$ cat src/rtl/mc_pkg.sv
// Shared types and constants for the multi-cycle register-file core.
package mc_pkg;

   localparam int OPC_W = 4;

   // Instruction opcodes; 0xA..0xF are illegal and raise err.
   typedef enum logic [OPC_W-1:0] {
      OP_LOAD = 4'h0,
      OP_MOV  = 4'h1,
      OP_ADD  = 4'h2,
      OP_SUB  = 4'h3,
      OP_AND  = 4'h4,
      OP_OR   = 4'h5,
      OP_XOR  = 4'h6,
      OP_NOT  = 4'h7,
      OP_SLL1 = 4'h8,
      OP_SRL1 = 4'h9
   } opcode_e;

   // Instruction step counter values.
   typedef enum logic [1:0] {
      T0 = 2'd0,
      T1 = 2'd1,
      T2 = 2'd2,
      T3 = 2'd3
   } step_e;

   // Opcodes the core knows how to execute.
   function automatic logic isLegal(input logic [OPC_W-1:0] op);
      return (op <= OP_SRL1);
   endfunction

   // ALU ops that take their second operand from regs[ry].
   function automatic logic isTwoOperand(input logic [OPC_W-1:0] op);
      return (op >= OP_ADD) && (op <= OP_XOR);
   endfunction

endpackage

$ cat src/rtl/mc_alu.sv
// Combinational ALU: result and carry/borrow for every ALU opcode.
module mc_alu
   import mc_pkg::*;
#(
   parameter int DATA_W = 10
) (
   input  logic [OPC_W-1:0]  FN,
   input  logic [DATA_W-1:0] A,
   input  logic [DATA_W-1:0] B,
   output logic [DATA_W-1:0] result,
   output logic              carry
);

   // Select the operation; logic ops and non-ALU codes report carry 0.
   always_comb begin
      result = '0;
      carry  = 1'b0;
      case (FN)
         OP_ADD:  {carry, result} = {1'b0, A} + {1'b0, B};
         OP_SUB: begin
            result = A - B;
            carry  = (A < B);
         end
         OP_AND:  result = A & B;
         OP_OR:   result = A | B;
         OP_XOR:  result = A ^ B;
         OP_NOT:  result = ~A;
         OP_SLL1: begin
            result = {A[DATA_W-2:0], 1'b0};
            carry  = A[DATA_W-1];
         end
         OP_SRL1: begin
            result = {1'b0, A[DATA_W-1:1]};
            carry  = A[0];
         end
         default: begin
            result = '0;
            carry  = 1'b0;
         end
      endcase
   end

endmodule

$ cat src/rtl/multicycle_core.sv
// Multi-cycle register-file core: one instruction at a time over a
// valid/ready port, sequenced through T0..T3 on a single internal bus.
module multicycle_core
   import mc_pkg::*;
#(
   parameter  int DATA_W = 10,
   parameter  int NREGS  = 4,
   localparam int RA_W   = $clog2(NREGS)
) (
   input  logic              CLK,
   input  logic              RSTb,
   input  logic [DATA_W-1:0] in_data,
   input  logic              in_valid,
   output logic              in_ready,
   input  logic [RA_W-1:0]   peek_addr,
   output logic [DATA_W-1:0] peek_data,
   output logic [DATA_W-1:0] bus_out,
   output logic [1:0]        step,
   output logic              done,
   output logic              err,
   output logic              flag_z,
   output logic              flag_c
);

   // Only opcode, rx and ry are kept from the instruction word.
   localparam int IR_W = OPC_W + 2 * RA_W;

   logic [DATA_W-1:0] regs_q [NREGS];
   logic [DATA_W-1:0] a_q;
   logic [DATA_W-1:0] g_q;
   logic [IR_W-1:0]   ir_q;
   logic [IR_W-1:0]   ir_d;
   step_e             step_q;
   logic              done_q;
   logic              err_q;
   logic              flag_z_q;
   logic              flag_c_q;

   logic [OPC_W-1:0]  inOp;
   logic [OPC_W-1:0]  irOp;
   logic [RA_W-1:0]   irRx;
   logic [RA_W-1:0]   irRy;
   logic [DATA_W-1:0] busValue;
   logic [DATA_W-1:0] aluResult;
   logic              aluCarry;

   assign inOp = in_data[DATA_W-1 -: OPC_W];
   assign ir_d = {inOp, in_data[2*RA_W-1:RA_W], in_data[RA_W-1:0]};
   assign irOp = ir_q[IR_W-1 -: OPC_W];
   assign irRx = ir_q[2*RA_W-1:RA_W];
   assign irRy = ir_q[RA_W-1:0];

   assign in_ready  = (step_q == T0) || ((step_q == T1) && (irOp == OP_LOAD));
   assign peek_data = regs_q[peek_addr];
   assign bus_out   = busValue;
   assign step      = step_q;
   assign done      = done_q;
   assign err       = err_q;
   assign flag_z    = flag_z_q;
   assign flag_c    = flag_c_q;

   // Drive the shared bus from the source the current step needs.
   always_comb begin
      busValue = in_data;
      case (step_q)
         T0: busValue = in_data;
         T1: begin
            if (irOp == OP_LOAD) begin
               busValue = in_data;
            end else if (irOp == OP_MOV) begin
               busValue = regs_q[irRy];
            end else begin
               busValue = regs_q[irRx];
            end
         end
         T2: busValue = isTwoOperand(irOp) ? regs_q[irRy] : a_q;
         T3: busValue = g_q;
         default: busValue = in_data;
      endcase
   end

   mc_alu #(
      .DATA_W (DATA_W)
   ) u_alu (
      .FN     (irOp),
      .A      (a_q),
      .B      (busValue),
      .result (aluResult),
      .carry  (aluCarry)
   );

   // Step sequencer, datapath registers and registered status pulses.
   always_ff @(posedge CLK or negedge RSTb) begin
      if (!RSTb) begin
         step_q   <= T0;
         ir_q     <= '0;
         a_q      <= '0;
         g_q      <= '0;
         done_q   <= 1'b0;
         err_q    <= 1'b0;
         flag_z_q <= 1'b0;
         flag_c_q <= 1'b0;
         for (int i = 0; i < NREGS; i++) begin
            regs_q[i] <= '0;
         end
      end else begin
         done_q <= 1'b0;
         err_q  <= 1'b0;
         case (step_q)
            T0: begin
               if (in_valid) begin
                  ir_q <= ir_d;
                  if (isLegal(inOp)) begin
                     step_q <= T1;
                  end else begin
                     err_q <= 1'b1;
                  end
               end
            end
            T1: begin
               if (irOp == OP_LOAD) begin
                  if (in_valid) begin
                     regs_q[irRx] <= busValue;
                     done_q       <= 1'b1;
                     step_q       <= T0;
                  end
               end else if (irOp == OP_MOV) begin
                  regs_q[irRx] <= busValue;
                  done_q       <= 1'b1;
                  step_q       <= T0;
               end else begin
                  a_q    <= busValue;
                  step_q <= T2;
               end
            end
            T2: begin
               g_q      <= aluResult;
               flag_z_q <= (aluResult == '0);
               flag_c_q <= aluCarry;
               step_q   <= T3;
            end
            T3: begin
               regs_q[irRx] <= busValue;
               done_q       <= 1'b1;
               step_q       <= T0;
            end
            default: step_q <= T0;
         endcase
      end
   end

endmodule

$ cat config.mk
export PLATFORM = sky130hd
export DESIGN_NAME = multicycle_core
export DESIGN_NICKNAME = d
export VERILOG_FILES = /design/src/rtl/mc_pkg.sv /design/src/rtl/mc_alu.sv /design/src/rtl/multicycle_core.sv
export SDC_FILE = /design/constraint.sdc
export NUM_CORES = 1
export LEC_CHECK = 0
export CORE_AREA = 4 4 116 162
export DETAILED_ROUTE_END_ITERATION = 8
export DIE_AREA = 0 0 120 166
export PLACE_DENSITY = 0.55
export SLEW_MARGIN = 15
export SYNTH_ARGS = -nofsm -noshare
export SYNTH_HDL_FRONTEND = slang
export SYNTH_SLANG_ARGS = --single-unit
$ cat constraint.sdc
create_clock -name CLK -period 3.66 [get_ports CLK]
set_clock_uncertainty 0.15 [all_clocks]
set_input_delay 0.732 -clock CLK [delete_from_list [all_inputs] [get_ports CLK]]
set_output_delay 0.732 -clock CLK [all_outputs]
set_load 0.005 [all_outputs]
# [Word-level counts from Yosys, hierarchy flattened]
# Index checks and enable logic that the tools add are counted.
# Widths: inputs -> output; s select.
[classes] n_bitwise=9 n_reduce_logical=12 n_eq_ne=16 n_lt_le_gt_ge=8 n_mux=35 n_addsub=2
[ops] op="$mux 40" count=3
[ops] op="$mux 10" count=10
[ops] op="$pmux 10 s8" count=1
[ops] op="$pmux 40 s2" count=1
[ops] op="$bmux 10 s2" count=3
[ops] op="$bwmux 40" count=1
[ops] op="$pmux 10 s4" count=1
[ops] op="$demux 10 s2" count=1
[ops] op="$eq 4x3->1 const B" count=4
[ops] op="$add 10x10->11" count=1
[ops] op="$and 10x10->10" count=1
[ops] op="$logic_not 10->1" count=1
[ops] op="$lt 10x10->1" count=1
[ops] op="$mux 2" count=5
[ops] op="$not 10->10" count=1
[ops] op="$or 10x10->10" count=1
[ops] op="$sub 10x10->10" count=1
[ops] op="$xor 10x10->10" count=1
[ops] op="$ge 3x3->1 const B" count=3
[ops] op="$not 2->3" count=3
[ops] op="$reduce_and 3->1" count=3
[ops] op="$eq 4x2->1 const B" count=2
[ops] op="$eq 4x4->1 const B" count=2
[ops] op="$pmux 2 s4" count=1
[ops] op="other kinds (21)" count=30
[word_totals] reg_bits=74 input_bits=15 output_inout_bits=27

# [Depth between registers and ports, before layout]
[depth] ltp_word=11 depth_mapped=17

# [Hierarchy]
# Synthesis repeated with hierarchy kept, for this count alone.
[unflattened] hier_cells=606 hier_area_um2=6052.1
[by_module_without_submodules] mod="multicycle_core" instances=1 area_per_inst_um2=4354.2 seq_area_each_um2=1851.8 cells_per_inst=371
[by_module_without_submodules] mod="mc_alu" instances=1 area_per_inst_um2=1697.9 seq_area_each_um2=0.0 cells_per_inst=235

# [Least setup slack after synthesis]
# Ideal clock, no wire load.
[synth_timing] path_type="register -> register" startpoint="register ir_q[6]" endpoint="register flag_z_q (netlist: flag_z)" synth_period_minus_slack_ps=3698 setup_time_ps=66 path_stages_with_launch=16 arrival_time_ps=3481 slack_ps=-38 cell_sequence="dfrtp_1 > buf_4 > o21bai_1 > a31oi_1 > buf_4 > mux2i_1 > o21ai_1 > a221oi_4 > ha_1 > or2_4 > a221oi_4 > o21ai_2 > a31oi_1 > mux2i_1 > a2111oi_4 > a41o_1"
[synth_between] elab_chain_cells=7 elab_cells_between_ends=24 classes_between="add/sub: 2; order compare: 2; eq/ne: 9; mux: 5; bitwise: 3; reduce/logical: 3"
[synth_rtl] item="from (decl)" line_no="multicycle_core.sv:31" source="logic [IR_W-1:0] ir_q;"
[synth_rtl] item="from (signal assigned)" line_no="multicycle_core.sv:112" source="ir_q <= ir_d;"
[synth_rtl] item="$ge 4x2->1 (tied with other cells)" line_no="mc_pkg.sv:35" source="return (op >= OP_ADD) && (op <= OP_XOR);"
[synth_rtl] item="$logic_and 1x1->1 / $mux 10 (equally long branches)" line_no="mc_pkg.sv:35, multicycle_core.sv:70"
[synth_rtl] item="$mux 10, on equally long branches" line_no="multicycle_core.sv:76, multicycle_core.sv:68"
[synth_rtl] item="$pmux 10 s4" line_no="multicycle_core.sv:65" source="case (step_q)"
[synth_rtl] item="$sub 10x10->10 (tied with other cells)" line_no="mc_alu.sv:21" source="result = A - B;"
[synth_rtl] item="$pmux 10 s8 (*)" line_no="mc_alu.sv:18" source="case (FN)"
[synth_rtl] item="$logic_not 10->1 (*)" line_no="multicycle_core.sv:138" source="flag_z_q <= (aluResult == '0);"
[synth_rtl] item="to (signal assigned)" line_no="multicycle_core.sv:138"
[synth_rtl] item="to (decl)" line_no="multicycle_core.sv:36" source="logic flag_z_q;"
# Mark *: on every way between the ends. The rest lies on a longest branch, timed or not.
# A chain may end at the register's enable or synchronous reset.

# [Final worst setup path]
# Ends and elaborated chain as after synthesis.

==> run metrics <==
startpoint types=register; WL met3=about 620 um; Clock transition at path regs=0.06 ns; f_max=0.257 GHz; hold violation total from the final report=0; Die Area=19900 um^2; DRT iter0 DRCs=266; crit path capture type=register; RSZ-0062 raised after global routing=true; EDFF count, synth=0; layout cell share with drive strength beyond 1=0.356; Synth async-reset ratio=1.00; final worst setup slack=-0.231 ns; placed wire-length estimate=15400 um; WL met1=7810 um; Synth Warn #=0; Post-Syn Area per Cell=9.65 um^2; main flop type after synthesis=dfrtp_1; Net Count, Synth=669; Detail Route met2 WL=10700 um; routability-driven placement congestion ratio=0.980; total clock buffers created by CTS=9; Final Cycle Share=1.06; Die W=120 um; TNS Setup=-0.690 ns; Die Span Y=166 um; total track usage=0.206; clk sinks=74; synth-to-layout area growth=33.6%; Pleak=between 3 and 4 nW; GRT overflow=0; CTS tree=built; number of global-route vias before repair=between 5k and 6k; antenna violations before repair=0; failing checks=setup timing; kind of critical path=reg2reg; HP Class=reg2reg; top-level port count=42; first-pass GRT wire length=~33000 um; H-tree depth=3; clk buf depth=2; arrival time at the worst endpoint=4.02 ns; slew margin rel.=0.344; largest net degree at the start of global routing=75; Power Total=9.67 mW; # DRC=0; Post-Syn Area=between 6000 and 7000 um^2; CTS Hold Bufs=0; Avg WL per Cell=20.0 um; commonest non-fill, non-tap cell in the layout=buf_4; ANT nets after route=0; # diodes=0; Gate Count Post-Synth=622; Worst EP required=3.79 ns; port bufs=41; Root Driver=clkbuf_16; commonest cells after routing, fill and taps aside=135 x buf_4, 72 x dfrtp_1, 69 x nand2_1; Unique masters post-synth=87; Max VDD drop=0.444 mV; outcome=complete, but fails checks; Core Region=17300 um^2; clk_lat worst skew=approximately 0.34 ns; Total Routed Length=20100 um; row count=between 50 and 60; max cap viols=0; initial core utilization=0.346; Synth Register Bits=74; Max Slew Vio Count=0; Worst R2R Setup Slack=-0.23 ns; Period minus WS final=between 3 and 4 ns; power per standard cell area=1210 nW/um^2; Setup-failing EPs final=5; sequential-to-total area share from yosys stat=0.308; first drt pass iteration count=4; crit-path max FO=5; Vias/cell=5.51; Layout fillers=1627; Placement Setup Slack=-0.652 ns; final net count=817; Via Count=roughly 5.6k; Final Cell Area=8020 um^2; Worst Max-Slew Pin Slew=between 0.9 and 1 ns; Max Used Layer=met4; Post-DP Area=7370 um^2
==> worst max-delay path, stage by stage, from the launching register on <==
cell	delay [ns]
dfrtp_2	0.43
or3_4	0.44
o21ai_4	0.17
nor2b_4	0.17
buf_4	0.17
buf_4	0.16
a221oi_4	0.08
buf_4	0.15
ha_1	0.29
buf_4	0.15
o211a_1	0.24
a21oi_4	0.19
nand3b_1	0.16
and4_1	0.26
nor3_2	0.20
and4_1	0.22
a41o_1	0.18
==> state kept, by name, indices dropped and copies added (netlist names), named ones only <==
name and flops:
flag_z 1, step 1, g_q 10, flag_c 1
err 1, regs_q 40, done 1, a_q 10
ir_q 8
==> cell type report <==
cell class / instances / area (um^2) / area share
multi-input combinational: 473 / 4000 / 0.498
sequential: 74 / 1850 / 0.231
timing repair buffer: 181 / 1500 / 0.187
tap: 236 / 295 / 0.0368
clock buffer: 10 / 239 / 0.0298
inverter: 31 / 121 / 0.0151
clock inverter: 3 / 18.8 / 0.00234
==> cell families after synthesis <==
kind of cell    synth area share
compound gates             0.231
simple gates               0.156
fa+ha+maj                 0.0692
buf+inv                   0.0665
flops                      0.308
xor+xnor                 0.00584
mux                        0.163
==> where the power goes <==
part           switching [mW]  leakage (nW)  internal (mW)
clock network           0.344         0.130          0.465
registers               0.390         0.934           1.18
logic                    3.68          2.39           3.61
==> final timing paths <==
path | from | to | depth (start not counted)
max in group asynchronous | RSTb | ir_q[2]$_DFFE_PN0P_ | 1
min reg2reg | g_q[1]$_DFFE_PN0P_ | g_q[1]$_DFFE_PN0P_ | 2
min | g_q[1]$_DFFE_PN0P_ | g_q[1]$_DFFE_PN0P_ | 2
max | ir_q[6]$_DFFE_PN0P_ | flag_z$_DFFE_PN0P_ | 16
min in group asynchronous | RSTb | regs_q[8]$_DFFE_PN0P_ | 1
max reg2reg | ir_q[6]$_DFFE_PN0P_ | flag_z$_DFFE_PN0P_ | 16
==> what timing repair did <==
action | in CTS | in global routing
resized for setup | 30 | 44
setup buffers | 9 | 10
pin swaps | 8 | 20
endpoints found under the hold margin | 0 | 0
endpoints found under the setup margin | 16 | 17
==> per-stage QoR <==
step                      utilization  cells  hold WS, ns
final                           0.463   1008        0.345
after global routing            0.463   1008        0.395
after CTS                       0.449    998        0.339
after detailed placement        0.426    977        0.324
after global placement          0.426    977        0.319
after floorplan                     -    622        0.286
==> synth_stat cells, drive strengths merged (12+ instances only) <==
| master | number | area [um^2] |
|---|---|---|
| o21ai | 82 | 414 |
| dfrtp | 74 | 1850 |
| nand2 | 69 | 259 |
| nor2 | 50 | 195 |
| a21oi | 34 | 174 |
| inv | 31 | 121 |
| ha | 30 | 375 |
| mux4 | 30 | 676 |
| buf | 24 | 163 |
| clkbuf | 20 | 115 |
| mux2i | 17 | 170 |
| a221oi | 12 | 251 |
| mux2 | 12 | 135 |
==> metal layers <==
metal  vias to the layer above  global-route usage
met1                      2714               0.242
met2                       183               0.370
met4                         0              0.0897
li1                       2595                   -
met3                        65              0.0276
met5                         -                   0
No activity file was read; power rests on OpenSTA's default activity.
